## src/rtl/playback_ctrl.sv

```systemverilog
// Music-box playback sequencer: STOP/PLAY/PAUSE control, song selection,
// once-per-second tick generation and song-position tracking.
module playback_ctrl #(
  parameter int CLK_HZ    = 100_000_000,
  parameter int SONG0_LEN = 95,
  parameter int SONG1_LEN = 130
) (
  input  logic       clk,
  input  logic       RESET_N,
  input  logic       play_btn,
  input  logic       next_btn,
  input  logic       stop_btn,
  input  logic       autoplay,
  output logic       song_sel,
  output logic       ispaused,
  output logic       tick,
  output logic       time_clr,
  output logic       song_end,
  output logic [7:0] pos_s,
  output logic [1:0] state
);

  localparam int               PW        = (CLK_HZ > 1) ? $clog2(CLK_HZ) : 1;
  localparam logic [PW-1:0]    PRESC_MAX = PW'(CLK_HZ - 1);
  localparam logic [7:0]       LAST0     = 8'(SONG0_LEN - 1);
  localparam logic [7:0]       LAST1     = 8'(SONG1_LEN - 1);

  typedef enum logic [1:0] {
    ST_STOP  = 2'b00,
    ST_PLAY  = 2'b01,
    ST_PAUSE = 2'b10
  } state_t;

  state_t        cur, nxt;
  logic [PW-1:0] presc, presc_nxt;
  logic          song_nxt;
  logic [7:0]    pos_nxt;
  logic [7:0]    last_pos;
  logic          tick_nxt, clr_nxt, end_nxt;

  always_ff @(posedge clk or negedge RESET_N) begin
    if (!RESET_N) begin
      cur      <= ST_STOP;
      presc    <= '0;
      song_sel <= 1'b0;
      pos_s    <= '0;
      tick     <= 1'b0;
      time_clr <= 1'b0;
      song_end <= 1'b0;
      ispaused <= 1'b1;
    end else begin
      cur      <= nxt;
      presc    <= presc_nxt;
      song_sel <= song_nxt;
      pos_s    <= pos_nxt;
      tick     <= tick_nxt;
      time_clr <= clr_nxt;
      song_end <= end_nxt;
      ispaused <= (nxt != ST_PLAY);
    end
  end

  assign state = cur;

  // Buttons are mutually exclusive by priority; any acting button also
  // suppresses the prescaler wrap on that edge.
  always_comb begin
    nxt       = cur;
    presc_nxt = presc;
    song_nxt  = song_sel;
    pos_nxt   = pos_s;
    tick_nxt  = 1'b0;
    clr_nxt   = 1'b0;
    end_nxt   = 1'b0;
    last_pos  = song_sel ? LAST1 : LAST0;

    if (stop_btn) begin
      nxt       = ST_STOP;
      pos_nxt   = '0;
      presc_nxt = '0;
      clr_nxt   = 1'b1;
    end else if (next_btn) begin
      song_nxt  = ~song_sel;
      pos_nxt   = '0;
      presc_nxt = '0;
      clr_nxt   = 1'b1;
    end else if (play_btn) begin
      nxt = (cur == ST_PLAY) ? ST_PAUSE : ST_PLAY;
    end else begin
      case (cur)
        ST_PLAY: begin
          if (presc == PRESC_MAX) begin
            presc_nxt = '0;
            tick_nxt  = 1'b1;
            if (pos_s == last_pos) begin
              pos_nxt = '0;
              end_nxt = 1'b1;
              clr_nxt = 1'b1;
              if (autoplay) song_nxt = ~song_sel;
              else          nxt      = ST_STOP;
            end else begin
              pos_nxt = pos_s + 8'd1;
            end
          end else begin
            presc_nxt = presc + 1'b1;
          end
        end
        ST_PAUSE: presc_nxt = presc;
        default:  presc_nxt = '0;
      endcase
    end
  end

endmodule

```

## config.mk

```make
export PLATFORM = sky130hd
export DESIGN_NAME = playback_ctrl
export DESIGN_NICKNAME = d
export VERILOG_FILES = /design/src/rtl/playback_ctrl.sv
export SDC_FILE = /design/constraint.sdc
export NUM_CORES = 1
export LEC_CHECK = 0
export ABC_AREA = 1
export CELL_PAD_IN_SITES_DETAIL_PLACEMENT = 1
export CELL_PAD_IN_SITES_GLOBAL_PLACEMENT = 1
export CORE_MARGIN = 3
export CORE_UTILIZATION = 42
export CTS_CLUSTER_SIZE = 28
export DETAILED_ROUTE_END_ITERATION = 6
export DONT_BUFFER_PORTS = 1
export PLACE_DENSITY_LB_ADDON = 0.08
export SETUP_SLACK_MARGIN = 0.05
export SLEW_MARGIN = 5
export SYNTH_ARGS = -nofsm -noshare
export SYNTH_HDL_FRONTEND = slang
export SYNTH_SLANG_ARGS = --single-unit
```

## constraint.sdc

```tcl
create_clock -name clk -period 1.5 [get_ports clk]
set_input_delay 0.3 -clock clk [delete_from_list [all_inputs] [get_ports clk]]
set_output_delay 0.3 -clock clk [all_outputs]
set_load 0.02 [all_outputs]
```

==> results of run 1 <==
## worst reg2reg max path, cell delays in order (launching register included)
cell     delay (ps)
dfrtp_1         480
nand2_1         140
nor2_1          260
nand2_4         140
nor2_4          150
buf_4           140
nand4_2         200
nand3_1         150
nand2_1          70
## cells by family (layout without fill, tap and decap cells)
| family | after synthesis | in the layout | synth area share, % |
|---|---|---|---|
| fa+ha+maj | 2 | 2 | 0.870 |
| simple gates | 258 | 259 | 42.6 |
| flops | 42 | 42 | 36.6 |
| compound gates | 30 | 30 | 5.83 |
| buf+inv | 63 | 165 | 9.27 |
| xor+xnor | 16 | 16 | 4.87 |
## worst min path at each step
stage / from / endpoint / slack (ps) / cells past startpoint
finish: play_btn / song_end / 40 / 1
global route: play_btn / song_end / 30 / 1
global placement: RESET_N / presc[14] / 6 / 0
floorplan: RESET_N / pos_s[0] / 4 / 0
CTS: play_btn / song_end / 50 / 1
detailed placement: RESET_N / presc[14] / 6 / 0
## what timing repair did
item,in CTS,in global routing
gates cloned,1,1
pin swaps,29,28
resized for setup,71,92
hold buffers,2,0
buffers inserted,11,11
setup endpoints to repair,41,41
endpoints found under the hold margin,42,0
## synthesized netlist by cell type (2+ instances only)
cell type  count
nand2_1      105
nor2_1        54
inv_1         52
nand3_1       46
dfrtp_1       41
xor2_1        14
o21ai_0       13
nor2_2        12
nand4_1       11
nor3_1        11
nand2_2        7
o22ai_1        7
a21oi_1        6
nor2_4         5
buf_2          3
buf_4          2
ha_1           2
inv_2          2
xnor2_1        2
## registers in the layout (all words and copies together) (netlist names)
signal / flops
song_sel: 1
presc: 27
time_clr: 1
tick: 1
song_end: 1
ispaused: 1
state: 2
pos_s: 8
## through the flow
stage / hold WS, ps / setup TNS [ps] / utilization (%)
2_1_floorplan: 4.41 / -191 / -
3_3_place_gp: 5.74 / -2220 / 54.5
3_5_place_dp: 5.67 / -4210 / 54.5
4_1_cts: 50.1 / -2550 / 61.8
5_1_grt: 29.0 / -10840 / 68.3
6_report: 38.9 / -9870 / 68.3
## per-layer routing
layer	vias to the layer above	track usage, %	wire, microns
met5	-	0	0
met4	0	13.0	984
met3	110	4.93	1200
met2	241	49.9	7490
met1	1835	40.3	6020
li1	1517	-	-
## cell type report
cell class | count | area (sq um)
multi-input combinational | 307 | 2090
sequential | 42 | 1060
clock inverter | 1 | 30.0
tap | 77 | 96.3
timing repair inverter | 1 | 16.3
fill | 744 | 2060
clock buffer | 7 | 76.3
inverter | 55 | 224
timing repair buffer | 101 | 841
## where the power goes
| part | switching (mW) | leakage, nW | internal (mW) | total, mW |
|---|---|---|---|---|
| combinational | 0.239 | 1.42 | 0.117 | 0.356 |
| sequential | 0.0244 | 0.567 | 1.15 | 1.17 |
| clock | 0.450 | 0.0524 | 0.499 | 0.949 |
| total | 0.714 | 2.04 | 1.76 | 2.48 |
## cells in the final DEF, fill, tap and decap left out, types with 4 or more instances in the layout
| master | n |
|---|---|
| nand2_1 | 84 |
| buf_4 | 83 |
| inv_1 | 39 |
| dfrtp_1 | 35 |
| nor2_1 | 31 |
| nand3_1 | 30 |
| nor2_4 | 21 |
| nor2_2 | 19 |
| nand2_2 | 18 |
| buf_6 | 16 |
| inv_2 | 14 |
| nand3_2 | 12 |
| xor2_1 | 12 |
| nand4_1 | 11 |
| nand2_4 | 9 |
| nand3_4 | 6 |
| o21ai_0 | 6 |
| dfrtp_2 | 6 |
| nor3_2 | 5 |
| o21ai_2 | 5 |
| clkbuf_8 | 5 |
| nor3_1 | 4 |
| o22ai_2 | 4 |
==> flow_metrics.env, run 1 <==
export IMPL_period_share_pct=122
export IMPL_seq_area_frac_synth_pct=36.6
export IMPL_cts_tree="yes"
export IMPL_violations="negative setup slack"
export IMPL_nets=521
export IMPL_vias=3703
export IMPL_grt_pass1_wl_mm=18.3
export IMPL_finClkSkew_ps=12.0
export IMPL_required_ps=1700
export IMPL_status="finished, violations left"
export IMPL_p_leak_nw=2.04
export IMPL_portBuffers=0
export IMPL_yosysTopAreaCellShare_pct=35.7
export IMPL_cts_root_buf="clkbuf_8"
export IMPL_cpMaxStageDelayCell="dfrtp_1"
export IMPL_gp_congestion=0.872
export IMPL_fin_area_sq_mm=0.00444
export IMPL_h_tree_depth=2
export IMPL_startpoint_type="flop"
export IMPL_p_total_mw=2.48
export IMPL_synth_area_leaders="dfrtp_1 36%, nand2_1 14%, nand3_1 8.0%, nor2_1 7.0%, inv_1 6.8%"
export IMPL_antenna_found_initial=0
export IMPL_cp_cell_sequence="nand2_1 -> nor2_1 -> nand2_4 -> nor2_4 -> buf_4 -> nand4_2 -> nand3_1 -> nand2_1"
export IMPL_critPathTopFamily="simple AND/OR/NAND/NOR gates"
export IMPL_clk_pin_slew_worst_paths_ps=90
export IMPL_finalHoldViolCount=0
export IMPL_dp_hpwl_mm=7.25
export IMPL_synth_fp_nets=419
export IMPL_grt_overflow=0
export IMPL_fin_ws_ps=-337
export IMPL_first_iter_violations=333
export IMPL_core_region_area_sq_mm=0.00649
export IMPL_synth_main_ff_cell="dfrtp_1"
export IMPL_crit_end="pos_s[7]"
export IMPL_synth_seq_cells=42
export IMPL_r2r_end="pos_s[7]"
export IMPL_synthToLayoutAreaGrowth_pct=54.3
export IMPL_placedCellCount=559
export IMPL_drive_gt1_share_pct=47.9
export IMPL_synthDistinctLibCells=35
export IMPL_synth_warnings=0
export IMPL_max_cap_violations=0
export IMPL_synthesis_area_sq_mm=0.00288
export IMPL_worst_pin_slew_ps=368
export IMPL_totalWireLength_mm=15.7
export IMPL_worstPathArrival_ps=2030
export IMPL_grt_use_total_pct=30.7
export IMPL_avgSynthCellArea_sq_um=7.00
export IMPL_first_global_vias=3533
export IMPL_r2r_start="presc[6]"
export IMPL_start_util_pct=44.3
export IMPL_setup_violations=41
export IMPL_synth_top_cell_by_area="dfrtp_1"
export IMPL_cts_buffers=5
export IMPL_io_pins=21
export IMPL_dieArea_sq_mm=0.00787
export IMPL_vias_per_cell=6.27
export IMPL_drv_slew=0
export IMPL_final_cells=591
export IMPL_syn_inst=411
export IMPL_slew_headroom_pct=75.3
export IMPL_critPathMaxFanout=4
export IMPL_clkLatencyLatePin_ps=320
export IMPL_startpoint="presc[6]"
export IMPL_dpl_worst_slack_ps=-168
export IMPL_period_needed_ps=1840
export IMPL_fmax_mhz=544
export IMPL_drt_pass1_iterations=5
export IMPL_cpMostUsedCell="nand2_1"
export IMPL_final_antenna_net_count=0
export IMPL_rows=29
export IMPL_drc_errors=0
export IMPL_path_class="flop to flop"
export IMPL_slowest_delay_ps=480
export IMPL_min_path_type="input pin to flop"
export IMPL_diodes=0
export IMPL_die_w_microns=88.7
export IMPL_ys_async_sr_fraction_pct=100
export IMPL_die_height_microns=88.7
export IMPL_cts_sinks=42
export IMPL_grt_max_degree=43
export IMPL_endpoint_kind="flop"
export IMPL_r2r_setup_slack_ps=-340
export IMPL_cp_num_cells=8
export IMPL_place_area_sq_mm=0.00354
export IMPL_wl_per_cell_microns=26.6
export IMPL_grt_setup_unrepaired="true"
export IMPL_clockBufferDepth=2
export IMPL_path_buf_inv=1
export IMPL_vdd_ir_drop_max_mv=0.517
export IMPL_reg2reg_depth=8
export IMPL_cellPowerDensity_mw_per_mm2=558
export IMPL_synth_edf_count=0
Note: power is estimated with default switching activity, not from simulation.
==> run 2: changes to the inputs <==
--- a/config.mk
+++ b/config.mk
@@ -6,6 +6,7 @@
 export NUM_CORES = 1
 export LEC_CHECK = 0
 export ABC_AREA = 1
+export CAP_MARGIN = 25
 export CELL_PAD_IN_SITES_DETAIL_PLACEMENT = 1
 export CELL_PAD_IN_SITES_GLOBAL_PLACEMENT = 1
 export CORE_MARGIN = 3
@@ -15,7 +16,6 @@
 export DONT_BUFFER_PORTS = 1
 export PLACE_DENSITY_LB_ADDON = 0.08
 export SETUP_SLACK_MARGIN = 0.05
-export SLEW_MARGIN = 5
 export SYNTH_ARGS = -nofsm -noshare
 export SYNTH_HDL_FRONTEND = slang
 export SYNTH_SLANG_ARGS = --single-unit
==> results of run 2 <==
The final DEF is identical to that of run 1; final timing and power are the same.
==> run 3: changes to the inputs <==
--- a/config.mk
+++ b/config.mk
@@ -14,6 +14,7 @@
 export CTS_CLUSTER_SIZE = 28
 export DETAILED_ROUTE_END_ITERATION = 6
 export DONT_BUFFER_PORTS = 1
+export GPL_ROUTABILITY_DRIVEN = 0
 export PLACE_DENSITY_LB_ADDON = 0.08
 export SETUP_SLACK_MARGIN = 0.05
 export SYNTH_ARGS = -nofsm -noshare
==> constraint.sdc (replaced) <==
create_clock -name clk -period 1.5 [get_ports clk]
set_input_delay 0.15 -clock clk [delete_from_list [all_inputs] [get_ports clk]]
set_output_delay 0.15 -clock clk [all_outputs]
set_load 0.02 [all_outputs]
==> run 3 against run 2 <==
  * The run still ends with negative setup slack left
  * Largest cell class unchanged
  * Total power grew 1.1%
  * Sequential power about the same
  * Non-clock buffer count increased by 11
  * Largest power group unchanged
  * Highest routed layer unchanged
  * Flip-flop and latch count unchanged
  * Die area unchanged
==> flow_metrics.env, run 3 (synthesized netlist as in run 1, its figures left out) <==
export IMPL_io_pins=21
export IMPL_rows=29
export IMPL_fin_tns_setup_ps=-10080
export IMPL_crit_end="presc[16]"
export IMPL_nets=532
export IMPL_totalWireLength_mm=16.7
export IMPL_cp_num_cells=8
export IMPL_drv_slew=0
export IMPL_period_share_pct=128
export IMPL_h_tree_depth=2
export IMPL_drive_gt1_share_pct=48.0
export IMPL_start_util_pct=44.3
export IMPL_grt_pass1_wl_mm=18.9
export IMPL_first_iter_violations=356
export IMPL_core_region_area_sq_mm=0.00649
export IMPL_fmax_mhz=521
export IMPL_cts_root_buf="clkbuf_8"
export IMPL_p_leak_nw=2.07
export IMPL_violations="negative setup slack"
export IMPL_endpoint_kind="flop"
export IMPL_power_frac_clock_pct=37.7
export IMPL_path_buf_inv=1
export IMPL_startpoint="presc[1]"
export IMPL_fin_ws_ps=-419
export IMPL_largest_reg_flops=27
export IMPL_power_frac_seq_pct=46.7
export IMPL_period_needed_ps=1920
export IMPL_dp_hpwl_mm=7.25
export IMPL_startpoint_type="flop"
export IMPL_critPathTopFamily="simple AND/OR/NAND/NOR gates"
export IMPL_clockBufferDepth=2
export IMPL_wl_per_cell_microns=27.7
export IMPL_pwr_share_comb_pct=15.6
export IMPL_p_total_mw=2.50
export IMPL_max_cap_violations=0
export IMPL_cts_tree="yes"
export IMPL_diodes=0
export IMPL_portBuffers=0
export IMPL_slew_headroom_pct=71.1
export IMPL_swShare_pct=28.8
export IMPL_drt_pass1_iterations=5
export IMPL_grt_setup_unrepaired="true"
export IMPL_clk_pin_slew_worst_paths_ps=90
export IMPL_cpMaxStageDelayCell="dfrtp_1"
export IMPL_p_switching_uw=721
export IMPL_grt_use_total_pct=31.9
export IMPL_finClkSkew_ps=5.62
export IMPL_grt_max_degree=43
export IMPL_status="finished, violations left"
export IMPL_worstPathArrival_ps=2120
export IMPL_r2r_end="presc[16]"
export IMPL_critPathMaxFanout=4
export IMPL_clkLatencyLatePin_ps=320
export IMPL_worst_pin_slew_ps=430
export IMPL_die_w_microns=88.7
export IMPL_min_path_type="input pin to flop"
export IMPL_die_height_microns=88.7
export IMPL_drc_errors=0
export IMPL_slowest_delay_ps=420
export IMPL_cellPowerDensity_mw_per_mm2=552
export IMPL_r2r_setup_slack_ps=-420
export IMPL_cp_cell_sequence="ha_4 -> nand3_4 -> inv_2 -> nand2_4 -> nor3_2 -> nand4_1 -> xor2_1 -> nor2_1"
export IMPL_path_class="flop to flop"
export IMPL_p_int_mw=1.78
export IMPL_dieArea_sq_mm=0.00787
export IMPL_cts_buffers=5
export IMPL_r2r_start="presc[1]"
export IMPL_cts_sinks=42
export IMPL_final_antenna_net_count=0
export IMPL_required_ps=1700
export IMPL_first_global_vias=3578
export IMPL_reg2reg_depth=8
export IMPL_regMostFlops="presc"
export IMPL_final_cell_mix="92 x buf_4, 83 x nand2_1, 43 x inv_1, 37 x dfrtp_1, 31 x nor2_1"
export IMPL_finalHoldViolCount=0
export IMPL_vias_per_cell=6.32
export IMPL_vias=3805
export IMPL_layout_commonest_cell="buf_4"
export IMPL_synthToLayoutAreaGrowth_pct=57.7
export IMPL_setup_violations=41
export IMPL_vdd_ir_drop_max_mv=0.417
export IMPL_grt_overflow=0
export IMPL_antenna_found_initial=0
[run 3: area by class of cell]
class / instances / area, sq um
multi-input cells: 307 / 2100
fillers: 756 / 1960
flip-flops and latches: 42 / 1060
repair buffers: 112 / 936
inverters: 55 / 224
well taps: 77 / 96.3
clock buffers: 7 / 76.3
clock inverters: 1 / 30.0
repair inverters: 1 / 16.3
[run 3: worst min path at each step]
stage	from	endpoint	slack, ps	cells past startpoint
6_report	next_btn	pos_s[7]	4	3
5_1_grt	next_btn	pos_s[7]	10	3
4_1_cts	next_btn	pos_s[6]	10	3
3_5_place_dp	RESET_N	presc[14]	-140	0
3_3_place_gp	RESET_N	presc[14]	-140	0
2_1_floorplan	RESET_N	pos_s[0]	-150	0
[run 3: per-layer routing]
metal	global-route usage [%]	wire, microns
met5	0	0
met4	12.6	1150
met3	6.05	1280
met2	52.9	7950
met1	40.9	6330
[run 3: worst reg2reg max path, cell delays in order (launching register included)]
cell     delay, ps
dfrtp_1        420
ha_4           170
nand3_4        130
inv_2          110
nand2_4        100
nor3_2         270
nand4_1        210
xor2_1         290
nor2_1          90
[run 3: stage by stage]
stage	hold WS, ps	utilization, %	std cells	worst slack [ps]	cell area, sq um
after global placement	-144	54.5	559	-113	3540
after CTS	12.2	62.3	584	-125	4040
after global routing	11.7	69.8	602	-575	4530
after floorplan	-146	-	411	-20.3	2920
after detailed placement	-144	54.5	559	-168	3540
final	3.61	69.8	602	-419	4530
[run 3: timing repair]
item                       4_1_cts  5_1_grt
setup endpoints to repair       41       41
gates resized for setup         71       85
hold buffers                     5        0
hold endpoints to repair        44        0
buffers inserted                11       17
cloned                           1        1
pin swaps                       29       29
[run 3: power groups by stage]
stage	logic, mW	clock network (mW)	registers (mW)
floorplan	0.153	0	1.19
global placement	0.220	0	1.19
detailed placement	0.227	0	1.19
finish	0.390	0.943	1.17
CTS	0.305	0.921	1.17
global route	0.408	0.990	1.17
